$ cat src/rtl/riscv8bit_pkg.sv
// Shared definitions for the riscv8bit core bring-up logic: default widths and the
// self-test controller's FSM state encoding.
package riscv8bit_pkg;

  localparam int unsigned DefaultDataW = 8;
  localparam int unsigned DefaultAddrW = 8;

  typedef enum logic [2:0] {
    StIdle,
    StCoreRst,
    StRfRst,
    StRun,
    StCheck,
    StDone
  } selftest_st_e;

endpackage

$ cat src/rtl/selftest_compare.sv
// Registered comparison of memory read data against golden data, with a saturating
// mismatch counter and capture of the first mismatch.
module selftest_compare #(
  parameter int unsigned DATA_W = 8,
  parameter int unsigned ADDR_W = 8,
  parameter int unsigned ERR_W  = 8
) (
  input  logic              clk_i,
  input  logic              rst_i,
  input  logic              clr_i,
  input  logic              rd_i,
  input  logic [ADDR_W-1:0] addr_i,
  input  logic [DATA_W-1:0] chk_data_i,
  input  logic [DATA_W-1:0] exp_data_i,
  output logic [ERR_W-1:0]  err_count_o,
  output logic [ADDR_W-1:0] first_err_addr_o,
  output logic [DATA_W-1:0] first_err_got_o,
  output logic [DATA_W-1:0] first_err_exp_o
);

  logic              rd_q, rd_d;
  logic [ADDR_W-1:0] raddr_q, raddr_d;
  logic [ERR_W-1:0]  err_q, err_d;
  logic [ADDR_W-1:0] fa_q, fa_d;
  logic [DATA_W-1:0] fg_q, fg_d;
  logic [DATA_W-1:0] fe_q, fe_d;
  logic              mismatch;

  // Read data for the address issued last cycle arrives now.
  assign mismatch = rd_q && (chk_data_i != exp_data_i);

  always_comb begin
    rd_d    = rd_i;
    raddr_d = addr_i;
    err_d   = err_q;
    fa_d    = fa_q;
    fg_d    = fg_q;
    fe_d    = fe_q;
    if (mismatch) begin
      if (err_q != '1) err_d = err_q + ERR_W'(1);
      if (err_q == '0) begin
        fa_d = raddr_q;
        fg_d = chk_data_i;
        fe_d = exp_data_i;
      end
    end
  end

  always_ff @(posedge clk_i) begin
    if (rst_i || clr_i) begin
      rd_q    <= 1'b0;
      raddr_q <= '0;
      err_q   <= '0;
      fa_q    <= '0;
      fg_q    <= '0;
      fe_q    <= '0;
    end else begin
      rd_q    <= rd_d;
      raddr_q <= raddr_d;
      err_q   <= err_d;
      fa_q    <= fa_d;
      fg_q    <= fg_d;
      fe_q    <= fe_d;
    end
  end

  assign err_count_o      = err_q;
  assign first_err_addr_o = fa_q;
  assign first_err_got_o  = fg_q;
  assign first_err_exp_o  = fe_q;

endmodule

$ cat src/rtl/riscv_selftest_ctrl.sv
// Bring-up sequencer for the riscv8bit core: reset phases, timed free run, then a
// read-back check of a data-memory window against golden values.
module riscv_selftest_ctrl
  import riscv8bit_pkg::*;
#(
  parameter int unsigned DATA_W          = DefaultDataW,
  parameter int unsigned ADDR_W          = DefaultAddrW,
  parameter int unsigned CORE_RST_CYCLES = 1,
  parameter int unsigned RF_RST_CYCLES   = 3,
  parameter int unsigned RUN_CYCLES      = 121,
  parameter int unsigned CHECK_FIRST     = 1,
  parameter int unsigned CHECK_COUNT     = 12,
  parameter int unsigned CNT_W           = 16,
  parameter int unsigned ERR_W           = 8
) (
  input  logic              clk_i,
  input  logic              rst_i,
  input  logic              start_i,
  output logic              core_rst_o,
  output logic              rf_rst_o,
  output logic              mem_sel_o,
  output logic              chk_rd_o,
  output logic [ADDR_W-1:0] chk_addr_o,
  input  logic [DATA_W-1:0] chk_data_i,
  input  logic [DATA_W-1:0] exp_data_i,
  output logic              busy_o,
  output logic              done_o,
  output logic              pass_o,
  output logic [ERR_W-1:0]  err_count_o,
  output logic [ADDR_W-1:0] first_err_addr_o,
  output logic [DATA_W-1:0] first_err_got_o,
  output logic [DATA_W-1:0] first_err_exp_o
);

  if (64'(CHECK_FIRST) + 64'(CHECK_COUNT) > (64'd1 << ADDR_W)) begin : g_bad_window
    $error("check window exceeds the data-memory address range");
  end

  localparam logic [CNT_W-1:0]  CntCore   = CNT_W'(CORE_RST_CYCLES - 1);
  localparam logic [CNT_W-1:0]  CntRf     = CNT_W'(RF_RST_CYCLES - 1);
  localparam logic [CNT_W-1:0]  CntRun    = CNT_W'(RUN_CYCLES - 1);
  localparam logic [CNT_W-1:0]  CntCheck  = CNT_W'(CHECK_COUNT);
  localparam logic [ADDR_W-1:0] AddrFirst = ADDR_W'(CHECK_FIRST);

  selftest_st_e      state_q, state_d;
  logic [CNT_W-1:0]  cnt_q, cnt_d;
  logic [ADDR_W-1:0] addr_q, addr_d;
  logic              start_q;
  logic              clr;

  always_comb begin
    state_d = state_q;
    cnt_d   = cnt_q;
    addr_d  = addr_q;
    clr     = 1'b0;
    unique case (state_q)
      StIdle, StDone: begin
        if (start_q) begin
          state_d = StCoreRst;
          cnt_d   = CntCore;
          clr     = 1'b1;
        end
      end
      StCoreRst: begin
        if (cnt_q == '0) begin
          if (RF_RST_CYCLES == 0) begin
            state_d = StRun;
            cnt_d   = CntRun;
          end else begin
            state_d = StRfRst;
            cnt_d   = CntRf;
          end
        end else begin
          cnt_d = cnt_q - CNT_W'(1);
        end
      end
      StRfRst: begin
        if (cnt_q == '0) begin
          state_d = StRun;
          cnt_d   = CntRun;
        end else begin
          cnt_d = cnt_q - CNT_W'(1);
        end
      end
      StRun: begin
        if (cnt_q == '0) begin
          state_d = StCheck;
          cnt_d   = CntCheck;
          addr_d  = AddrFirst;
        end else begin
          cnt_d = cnt_q - CNT_W'(1);
        end
      end
      StCheck: begin
        // Counter runs K..0: reads on the nonzero counts, final cycle drains the compare.
        if (cnt_q == '0) begin
          state_d = StDone;
        end else begin
          cnt_d  = cnt_q - CNT_W'(1);
          addr_d = addr_q + ADDR_W'(1);
        end
      end
      default: state_d = StIdle;
    endcase
  end

  always_ff @(posedge clk_i) begin
    if (rst_i) begin
      state_q <= StIdle;
      cnt_q   <= '0;
      addr_q  <= '0;
      start_q <= 1'b0;
    end else begin
      state_q <= state_d;
      cnt_q   <= cnt_d;
      addr_q  <= addr_d;
      start_q <= start_i && (state_q == StIdle || state_q == StDone);
    end
  end

  always_comb begin
    core_rst_o = 1'b0;
    rf_rst_o   = 1'b0;
    mem_sel_o  = 1'b0;
    chk_rd_o   = 1'b0;
    busy_o     = 1'b0;
    done_o     = 1'b0;
    unique case (state_q)
      StIdle: begin
        core_rst_o = 1'b1;
        rf_rst_o   = 1'b1;
      end
      StCoreRst: begin
        core_rst_o = 1'b1;
        rf_rst_o   = 1'b1;
        busy_o     = 1'b1;
      end
      StRfRst: begin
        rf_rst_o = 1'b1;
        busy_o   = 1'b1;
      end
      StRun: busy_o = 1'b1;
      StCheck: begin
        mem_sel_o = 1'b1;
        chk_rd_o  = (cnt_q != '0);
        busy_o    = 1'b1;
      end
      StDone: done_o = 1'b1;
      default: ;
    endcase
  end

  assign chk_addr_o = addr_q;
  assign pass_o     = done_o && (err_count_o == '0);

  selftest_compare #(
    .DATA_W(DATA_W),
    .ADDR_W(ADDR_W),
    .ERR_W (ERR_W)
  ) u_compare (
    .clk_i           (clk_i),
    .rst_i           (rst_i),
    .clr_i           (clr),
    .rd_i            (chk_rd_o),
    .addr_i          (addr_q),
    .chk_data_i      (chk_data_i),
    .exp_data_i      (exp_data_i),
    .err_count_o     (err_count_o),
    .first_err_addr_o(first_err_addr_o),
    .first_err_got_o (first_err_got_o),
    .first_err_exp_o (first_err_exp_o)
  );

endmodule

$ cat config.mk
export PLATFORM = sky130hd
export DESIGN_NAME = riscv_selftest_ctrl
export DESIGN_NICKNAME = d
export VERILOG_FILES = /design/src/rtl/riscv8bit_pkg.sv /design/src/rtl/selftest_compare.sv /design/src/rtl/riscv_selftest_ctrl.sv
export SDC_FILE = /design/constraint.sdc
export NUM_CORES = 1
export LEC_CHECK = 0
export CORE_MARGIN = 5
export CORE_UTILIZATION = 50
export CTS_CLUSTER_SIZE = 10
export DETAILED_ROUTE_END_ITERATION = 6
export PLACE_DENSITY = 0.85
export SYNTH_ARGS = -nofsm -noshare
export SYNTH_HDL_FRONTEND = slang
export SYNTH_SLANG_ARGS = --single-unit
$ cat constraint.sdc
create_clock -name clk_i -period 4 [get_ports clk_i]
set_input_delay 0.4 -clock clk_i [delete_from_list [all_inputs] [get_ports clk_i]]
set_output_delay 0.4 -clock clk_i [all_outputs]
set_load 0.03 [all_outputs]
* Word-level counts from Yosys, hierarchy flattened
Cells that the tools add are included.
** Operators by class
- Add/sub/neg operators :: 3
- Equality and inequality tests :: 13
- Mux-type cells :: 23
- Reductions and logical operators :: 20
** Operator list (count)
- $mux 16 :: 5
- $pmux 16 s5 :: 1
- $add 8x1->8 const B :: 2
- $logic_not 16->1 :: 1
- $mux 8 :: 2
- $pmux 8 s2 :: 1
- $reduce_bool 16->1 :: 1
- $sub 16x1->16 const B :: 1
- $mux 3 :: 5
- $pmux 3 s5 :: 1
- $ne 2x2->1 const B :: 6
- $logic_not 8->1 :: 1
- $mux 1 :: 8
- $ne 8x8->1 :: 1
- $ne 8x8->1 const B :: 1
- $eq 3x2->1 const B :: 2
- $eq 3x3->1 const B :: 2
- $reduce_and 3->1 :: 2
- $reduce_and 5->1 :: 1
- $reduce_bool 5->1 :: 1
- $reduce_and 2->1 :: 2
- $reduce_or 2->1 :: 2
- $reduce_or 4->1 :: 1
- $eq 3x1->1 const B :: 1
- other kinds (5) :: 8
** Word-level totals
- Register bits after elaboration :: 69
- Input bits :: 19
- Output and inout bits :: 47
- Word-level logic and storage cells :: 69

* Longest topological paths before layout
Gate-level depths: netlist of run 1.
- Depth in word-level cells :: 4
- Gate-level depth with buffers :: 9
- Mapped depth without buffers :: 9

* Hierarchy
Synthesis of run 1 repeated with hierarchy kept, for this count alone.
** Second synthesis, totals
- Cells, all modules :: 389
- Area total of the unflattened synthesis :: 3522.1 sq um
** By module, submodules not included
- riscv_selftest_ctrl :: times used 1, cells an instance 226, area each 1830.5 sq um, seq. area each 560.5 sq um
- selftest_compare :: times used 1, cells an instance 163, area each 1691.6 sq um, seq. area each 820.8 sq um

* Worst setup path before layout of run 1
No wires, ideal clock.
- Path kind :: reg-to-reg
- Start :: register cnt_q[0]
- End :: register cnt_q[3]
- Arrival time :: 2.335 ns
- Data required time :: 3.872 ns
- Slack :: 1.537 ns
- Cell stages (with the launch flop) :: 10
- Buffers on the path :: 0
- Path through :: dfxtp_1 inv_1 ha_1 or4b_1 or4_4 nand2_1 inv_1 a21o_1 a211oi_1 nor2_1
** On the way
- Cells in the longest elaborated chain, start to end :: 3
** RTL lines
- start, declared :: line riscv_selftest_ctrl.sv:46 : logic [CNT_W-1:0] cnt_q, cnt_d;
- start signal, assigned :: line riscv_selftest_ctrl.sv:115 : cnt_q <= cnt_d;
- $sub 16x1->16 / $logic_not 16->1 (equally long branches)
- $mux 16 (tied with other cells) :: line riscv_selftest_ctrl.sv:96 : if (cnt_q == '0) begin
- $pmux 16 s5 / $reduce_and 3->1 (equally long branches)
Several ways; a longest one is shown, not always the timed one. The select of a mux whose other input is x is not followed.
A chain may end at the register's enable or synchronous reset.

* Final worst setup path of run 1
- Start :: register cnt_q[6]
- End :: output port chk_rd_o
** On the way
- Cells in the longest elaborated chain, start to end :: 2
** RTL lines
- $reduce_bool 16->1 :: line riscv_selftest_ctrl.sv:145 : chk_rd_o = (cnt_q != '0);
- $mux 1 :: line riscv_selftest_ctrl.sv:128 : unique case (state_q)
- end, declared :: line riscv_selftest_ctrl.sv:22 : output logic chk_rd_o,
Every way passes these cells.

==> flow_summary.toml, run 1 <==
[status]
status = "finished, final reports clean"

[detailed_routing]
vias_per_cell = 5.46
wl_mm = 7.82
antenna_left = 0
drc_errors = 0
dr.pass1.iters = 4
post_drt_wl_per_cell_um = 14.7
drtIter0Drc = 151
vias = 2906

[synth]
synth_common_cells = "69 x dfxtp_1, 48 x nand2_1, 37 x nor2_1, 33 x nand3_1, 30 x o21ai_0"
yosysTopAreaCellShare_pct = 42.6
synth_warnings = 0
ys_seq_area_share_pct = 42.6
synth-edff-count = 0
synth_fp_nets = 421
synth_top_area_cell = "dfxtp_1"
postSynthAreaPerCell_sq_um = 8.17
synth.most_common_cell = "dfxtp_1"
netlist_instances = 397
ys_ff_latch = 69
synth_area_leaders = "dfxtp_1 43%, nand2_1 5.6%, xnor2_1 5.4%"
netlist_area_sq_um = 3240
synthFlopType = "dfxtp_1"
async_reset_ff_share_pct = 0
synth_cell_type_count = 42

[floorplanning]
die_x_um = 90.5
row_count = 29
die_h_um = 90.5
ios = 66
start_util_pct = 51.4
core_area_sq_um = 6310
dieArea_sq_um = 8200

[job]
cap_violations = 0

[power_and_ir_drop]
combPwrFrac_pct = 36.6
p_per_area_nw_per_um2 = 531
p_clk_share_pct = 26.8
p_leak_nw = 1.53
switching_power_w = 0.000820
sw_frac_of_total_pct = 37.4
internal-power_w = 0.00137
peakVddDrop_uv = 400
power_frac_seq_pct = 36.6

[timing]
period_share_pct = 92.7
drv_slew = 0
fin_crit_ps = 3710
fin_tns_setup_ps = 0
rsz0062_at_grt = "false"
max_freq_ghz = 0.270
finalSetupViolCount = 0
finClkSkew_ps = 4.91
hold_violations = 0
maxSlewHeadroom_pct = 35.2
worst_pin_slew_ps = 965

[place]
place_area_sq_um = 3920
routabilityCongestion = 0.956
io_buffers = 65
post-place-cells = 516
detailed_place_hpwl_mm = 5.53

[cts]
cts_max_level = 3
cts-resized-gates = 0
cts.clk_slew.worst_paths_ps = 70
cts_setup_buffers = 0
clkLatencyLatePin_ps = 340
cts_sinks = 69
cts_buffer_depth = 2
cts-root-buf = "clkbuf_8"
hold_buffers = 0
cts_tree = "yes"
numCtsBuffers = 9

[cells_and_area]
diodes = 0
drive_above_1_share_pct = 6.59
syn_to_final_growth_pct = 27.4
fin_cells = 532
finish.instance_area_sq_um = 4130
nNetsFinal = 474

[min_path]
min_delay_path_depth = 2
holdCritStartpoint = "u_compare.raddr_q[6]"
worst_hold_path_type = "register to register"

[global_routing]
grt.overflow.total = 0
grt_pass1_vias = 2727
grt_pass1_wl_mm = 13.1
grt_max_degree = 52
grt.total_usage_pct = 19.3
antenna_found_initial = 0

[critical_path]
worstPathArrival_ps = 3310
start_kind = "register"
cp_max_fo = 13
required_ps = 3600
r2r_start = "cnt_q[6]"
rr_worst_depth = 7
cp-end-kind = "output port"
startpoint = "cnt_q[6]"
path_class = "register to output port"
kinds of logic after synthesis:
group	share of synthesized area [%]
AND/OR/NAND/NOR	29.7
flip-flops	42.6
AO/OA/AOI/OAI	12.5
XOR/XNOR	9.18
buffers and inverters	4.09
adder cells (fa/ha/maj)	1.93
power by group through the flow:
stage          registers (W)  clock network (W)  logic [W]
3_3_place_gp        0.000811                  0   0.000781
4_1_cts             0.000799           0.000603   0.000798
5_1_grt             0.000810           0.000636   0.000889
6_report            0.000802           0.000587   0.000804
3_5_place_dp        0.000815                  0   0.000787
2_1_floorplan       0.000767                  0   0.000666
final timing paths:
kind / slack [ps] / endpoint
worst max register to register: 1040 / cnt_q[3]
worst min register to register: 440 / u_compare.first_err_addr_o[6]
worst max-delay path: 290 / chk_rd_o
worst min-delay path: 440 / u_compare.first_err_addr_o[6]
worst max-delay path, stage by stage (launching register included):
cell	delay [ps]
dfxtp_1	370
or4_1	700
or4_4	670
nand2_1	400
inv_1	190
clkdlybuf4s50_1	640
flip-flops by register name, indices dropped and copies added, names as in the netlist:
name	flops
start_q	1
u_compare.rd_q	1
u_compare.first_err_addr_o	8
chk_addr_o	8
state_q	3
u_compare.raddr_q	8
u_compare.err_count_o	8
u_compare.first_err_exp_o	8
cnt_q	16
u_compare.first_err_got_o	8
per-layer routing:
metal / routed length [um] / global-route usage [%] / up-vias
li1: - / - / 1474
met3: 591 / 4.83 / 8
met2: 3750 / 31.4 / 88
met1: 3420 / 24.3 / 1336
met5: 0 / 0 / -
met4: 68 / 7.82 / 0
stage by stage:
step	hold slack (ps)	utilization [%]	setup WS (ps)	power, W
2_1_floorplan	421	-	1540	0.00143
3_3_place_gp	423	62.1	753	0.00159
3_5_place_dp	434	62.1	701	0.00160
4_1_cts	446	65.4	315	0.00220
5_1_grt	466	65.4	152	0.00234
6_report	441	65.4	291	0.00219
area by class of cell:
cell class	instances	area, sq um
sequential	69	1380
multi-input combinational	294	1740
clock buffer	11	151
clock inverter	5	58.8
fill	547	2180
timing repair buffer	68	673
tap	77	96.3
inverter	8	30.0
cell usage in the layout (no fill, tap or decap), types with 4 or more instances in the layout:
master and instances:
nor2_1 37, clkdlybuf4s50_1 65, a21oi_1 17, dfxtp_1 69
nor4_1 10, clkbuf_8 11, xor2_1 14, ha_1 5
and2_1 13, o21ai_0 30, nand3_1 33, and3_1 4
nand2_1 48, nand4_1 4, nor3_1 11, or3_1 10
inv_1 8, xnor2_1 20, a211oi_1 6
No activity file was read; power rests on OpenSTA's default activity.
==> run 2: changes to the inputs <==
- CORE_MARGIN: 5 -> 1
==> run 2 against run 1 <==
Against the previous run: utilization increased by 1.8 points; via count rose by 3.1%; clock power shrank 16%; first-iteration DRC count is 48% higher; largest cell class unchanged; sequential share of layout area rose by 0.29 points; critical path type unchanged; power down 3.7%; non-clock buffer count grew 1; clock-buffer cell count increased by 2; wire length down 1.7%; setup slack better by 420 ps; highest routed layer unchanged; critical endpoint unchanged.
==> flow_summary.toml, run 2 (same netlist as run 1, synthesis figures left out) <==
[status]
status = "finished, final reports clean"

[timing]
rsz0062_at_grt = "false"
worst_pin_slew_ps = 958
fin_tns_setup_ps = 0
period_share_pct = 82.2
fin_crit_ps = 3290
finalSetupViolCount = 0
finClkSkew_ps = 10.5
hold_violations = 0
max_freq_ghz = 0.304
drv_slew = 0
maxSlewHeadroom_pct = 35.7

[cells_and_area]
diodes = 0
layout.cells.most_common = "dfxtp_1"
final_util_pct = 67.2
nNetsFinal = 475
drive_above_1_share_pct = 6.14
largest_register_ffs = 16
mostFrequentLayoutCells = "69 x dfxtp_1, 65 x clkdlybuf4s50_1, 48 x nand2_1"
syn_to_final_growth_pct = 26.3
regMostFlops = "cnt_q"

[cts]
cts-resized-gates = 0
cts_sinks = 69
clkLatencyLatePin_ps = 350
cts.clk_slew.worst_paths_ps = 70
cts_tree = "yes"
cts_buffer_depth = 2
cts-root-buf = "clkbuf_8"
cts_setup_buffers = 0
numCtsBuffers = 9
hold_buffers = 0
cts_max_level = 3

[critical_path]
cpMostUsedCell = "inv_1"
worstPathArrival_ps = 2890
path_class = "register to output port"
crit_family = "simple AND/OR/NAND/NOR gates"
required_ps = 3600
slowest_stage = "or4_4"
start_kind = "register"
rrSetupSlack_ps = 1310
crit_buf_inv = 3
cp-end-kind = "output port"
cpPeakStageDelay_ps = 600
path_cells = "inv_1 > ha_1 > or4b_1 > or4_4 > nand2_1 > inv_1 > clkdlybuf4s50_1"
cp_max_fo = 12

[global_routing]
grt.overflow.total = 0
grt_pass1_vias = 2601
grt_pass1_wl_mm = 11.8
grt.total_usage_pct = 23.5
grt_max_degree = 49
antenna_found_initial = 0

[floorplanning]
die_x_um = 82.5
die_h_um = 82.5
ios = 66
dieArea_sq_um = 6810
start_util_pct = 53.2
core_area_sq_um = 6100
row_count = 28

[detailed_routing]
post_drt_wl_per_cell_um = 14.5
drtIter0Drc = 223
vias_per_cell = 5.64
vias = 2996
wl_mm = 7.69
antenna_left = 0
dr.pass1.iters = 4
drc_errors = 0

[place]
detailed_place_hpwl_mm = 5.47
io_buffers = 65
routabilityCongestion = 0.902

[min_path]
worst_hold_path_type = "register to register"

[power_and_ir_drop]
peakVddDrop_uv = 469
p_per_area_nw_per_um2 = 515
p_leak_nw = 1.51

[job]
cap_violations = 0
==> run 2: cell types whose count changed in the layout (fill, tap and decap cells not counted) <==
| cell | change |
|---|---|
| buf_4 | +1 |
| bufinv_16 | -1 |
| clkbuf_1 | +3 |
| clkbuf_8 | -1 |
| clkinvlp_4 | -1 |
==> run 2: cell type report <==
cell class / instances / area [sq um]
clock inverters: 3 / 21.3
repair buffers: 69 / 681
multi-input cells: 294 / 1740
inverters: 8 / 30.0
flip-flops and latches: 69 / 1380
well taps: 75 / 93.8
clock buffers: 13 / 149
fillers: 520 / 2000
==> run 2: path summary, 6_finish.rpt <==
| path | start | cells after the start | end |
|---|---|---|---|
| worst max-delay path | cnt_q[0] | 7 | chk_rd_o |
| worst min-delay path | u_compare.raddr_q[3] | 2 | u_compare.first_err_addr_o[3] |
| worst max register to register | cnt_q[0] | 9 | cnt_q[13] |
| worst min register to register | u_compare.raddr_q[3] | 2 | u_compare.first_err_addr_o[3] |
==> run 2: report_power, final <==
group          internal (W)  leakage, nW  total (W)  switching (W)
combinational      0.000323        0.873   0.000815       0.000492
sequential         0.000730        0.558   0.000803      0.0000731
clock              0.000243       0.0836   0.000493       0.000250
total               0.00130         1.51    0.00211       0.000816
==> run 2: per-layer routing <==
layer	vias up	track usage, %	wire, um
met5	-	0	0
met4	0	13.3	167
met3	18	6.15	729
li1	1471	-	-
met1	1359	26.7	3150
met2	148	39.9	3650
==> run 2: stage by stage <==
step | hold WS (ps) | cell area (sq um) | total power [W] | setup WS (ps) | std cells
2_1_floorplan | 421 | 3240 | 0.00143 | 1540 | 397
3_3_place_gp | 425 | 3930 | 0.00159 | 1150 | 515
3_5_place_dp | 432 | 3930 | 0.00161 | 1110 | 515
4_1_cts | 443 | 4100 | 0.00211 | 715 | 531
5_1_grt | 461 | 4100 | 0.00223 | 600 | 531
6_report | 439 | 4100 | 0.00211 | 712 | 531
==> run 2: worst min-delay path, delay by kind of cell (launching register included) <==
family,cells,cell delay (ps)
DFF,1,300
AOI/OAI and AO/OA,1,50
and+or+nand+nor,1,40
==> run 3: changes to the inputs <==
- clock period: 4 -> 3.1 ns (I/O delays scaled with it)
==> run 3 against run 2 <==
Against the previous run: setup slack worse by 520 ps; largest power group unchanged; critical endpoint unchanged; combinational power up 36%; power increased by 32%; sequential power is 24% higher; largest cell class unchanged; die area did not move; sequential share of layout area fell by 0.37 points.
==> flow_summary.toml, run 3 (same netlist as run 1, synthesis figures left out) <==
[status]
status = "finished, final reports clean"

[cells_and_area]
finish.instance_area_sq_um = 4140
syn_to_final_growth_pct = 27.7
nNetsFinal = 480
layout.cells.most_common = "dfxtp_1"
largest_register_ffs = 16
diodes = 0
mostFrequentLayoutCells = "69 x dfxtp_1, 64 x clkdlybuf4s50_1, 48 x nand2_1"
regMostFlops = "cnt_q"
drive_above_1_share_pct = 7.19

[detailed_routing]
dr.pass1.iters = 4
vias_per_cell = 5.55
drc_errors = 0
drtIter0Drc = 134
post_drt_wl_per_cell_um = 14.2
antenna_left = 0
vias = 2963
wl_mm = 7.60

[place]
detailed_place_hpwl_mm = 5.37
routabilityCongestion = 0.924
io_buffers = 65
place_area_sq_um = 3960

[critical_path]
required_ps = 2790
slowest_stage = "or4_4"
cp_max_fo = 12
cp-end-kind = "output port"
worstPathArrival_ps = 2590
path_class = "register to output port"
path_cells = "inv_1 > ha_1 > or4b_1 > or4_4 > nand2_1 > inv_1 > dlygate4sd2_1"
cpPeakStageDelay_ps = 590
start_kind = "register"
cpMostUsedCell = "inv_1"

[timing]
drv_slew = 0
finClkSkew_ps = 7.25
hold_violations = 0
fin_crit_ps = 2900
rsz0062_at_grt = "false"
worst_hold_slack_ps = 437
period_share_pct = 93.7
maxSlewHeadroom_pct = 36.6
max_freq_ghz = 0.344
finalSetupViolCount = 0
worst_pin_slew_ps = 944
fin_tns_setup_ps = 0

[global_routing]
grt_pass1_vias = 2702
grt.total_usage_pct = 23.3
grt_pass1_wl_mm = 12.0
grt_max_degree = 59
grt.overflow.total = 0
antenna_found_initial = 0

[cts]
cts-root-buf = "clkbuf_8"
cts_sinks = 69
cts_tree = "yes"
clkLatencyLatePin_ps = 340
cts-resized-gates = 1
cts.clk_slew.worst_paths_ps = 70
cts_setup_buffers = 0
hold_buffers = 0
cts_max_level = 3
cts_buffer_depth = 2
numCtsBuffers = 9

[power_and_ir_drop]
power_frac_seq_pct = 35.7
switching_power_w = 0.00104
peakVddDrop_uv = 473
p_leak_nw = 1.55
p_per_area_nw_per_um2 = 674
combPwrFrac_pct = 39.9
sw_frac_of_total_pct = 37.3
internal-power_w = 0.00175
p_clk_share_pct = 24.5

[job]
cap_violations = 0

[floorplanning]
row_count = 28
die_h_um = 82.5
dieArea_sq_um = 6810
start_util_pct = 53.2
die_x_um = 82.5
core_area_sq_um = 6100
ios = 66

[min_path]
worst_hold_path_type = "register to register"
run 3: power groups by stage:
| stage | registers [W] | clock network, W | logic [W] |
|---|---|---|---|
| after floorplan | 0.000990 | 0 | 0.000859 |
| after global placement | 0.00101 | 0 | 0.00108 |
| after detailed placement | 0.00101 | 0 | 0.00110 |
| after CTS | 0.000994 | 0.000696 | 0.00111 |
| after global routing | 0.00100 | 0.000739 | 0.00122 |
| final | 0.000996 | 0.000683 | 0.00111 |
run 3: metal layers:
metal,vias to the layer above,track usage [%],share of wire (%)
met2,97,39.8,46
met3,18,6.92,6.8
met4,0,10.0,2.8
met5,-,0,0
li1,1482,-,-
met1,1366,27.0,45
run 3: worst paths after layout:
| kind | from | end | slack, ps | depth (start not counted) |
|---|---|---|---|---|
| setup / recovery | cnt_q[0] | chk_rd_o | 200 | 7 |
| hold / removal | u_compare.raddr_q[2] | u_compare.first_err_addr_o[2] | 440 | 2 |
| setup reg to reg | cnt_q[0] | cnt_q[7] | 540 | 9 |
| hold reg to reg | u_compare.raddr_q[2] | u_compare.first_err_addr_o[2] | 440 | 2 |
run 3: cell type report:
class / instances / area, sq um
Sequential cell: 69 / 1380
Timing Repair Buffer: 74 / 717
Inverter: 8 / 30.0
Multi-Input combinational cell: 294 / 1740
Fill cell: 508 / 1950
Clock buffer: 10 / 128
Clock inverter: 4 / 51.3
Tap cell: 75 / 93.8
run 3: through the flow:
step	cells	utilization (%)	power (W)	setup slack, ps
after global routing	534	67.9	0.00297	45.6
after detailed placement	520	65.0	0.00212	326
final	534	67.9	0.00279	195
after global placement	520	65.0	0.00209	366
after floorplan	397	-	0.00185	637
after CTS	534	67.9	0.00280	193
run 3: critical path, delay by kind of cell, from the launching register on:
| kind | cells | cell delay, ps |
|---|---|---|
| simple gates | 3 | 1220 |
| buf+inv | 3 | 560 |
| flops | 1 | 330 |
| fa+ha+maj | 1 | 140 |
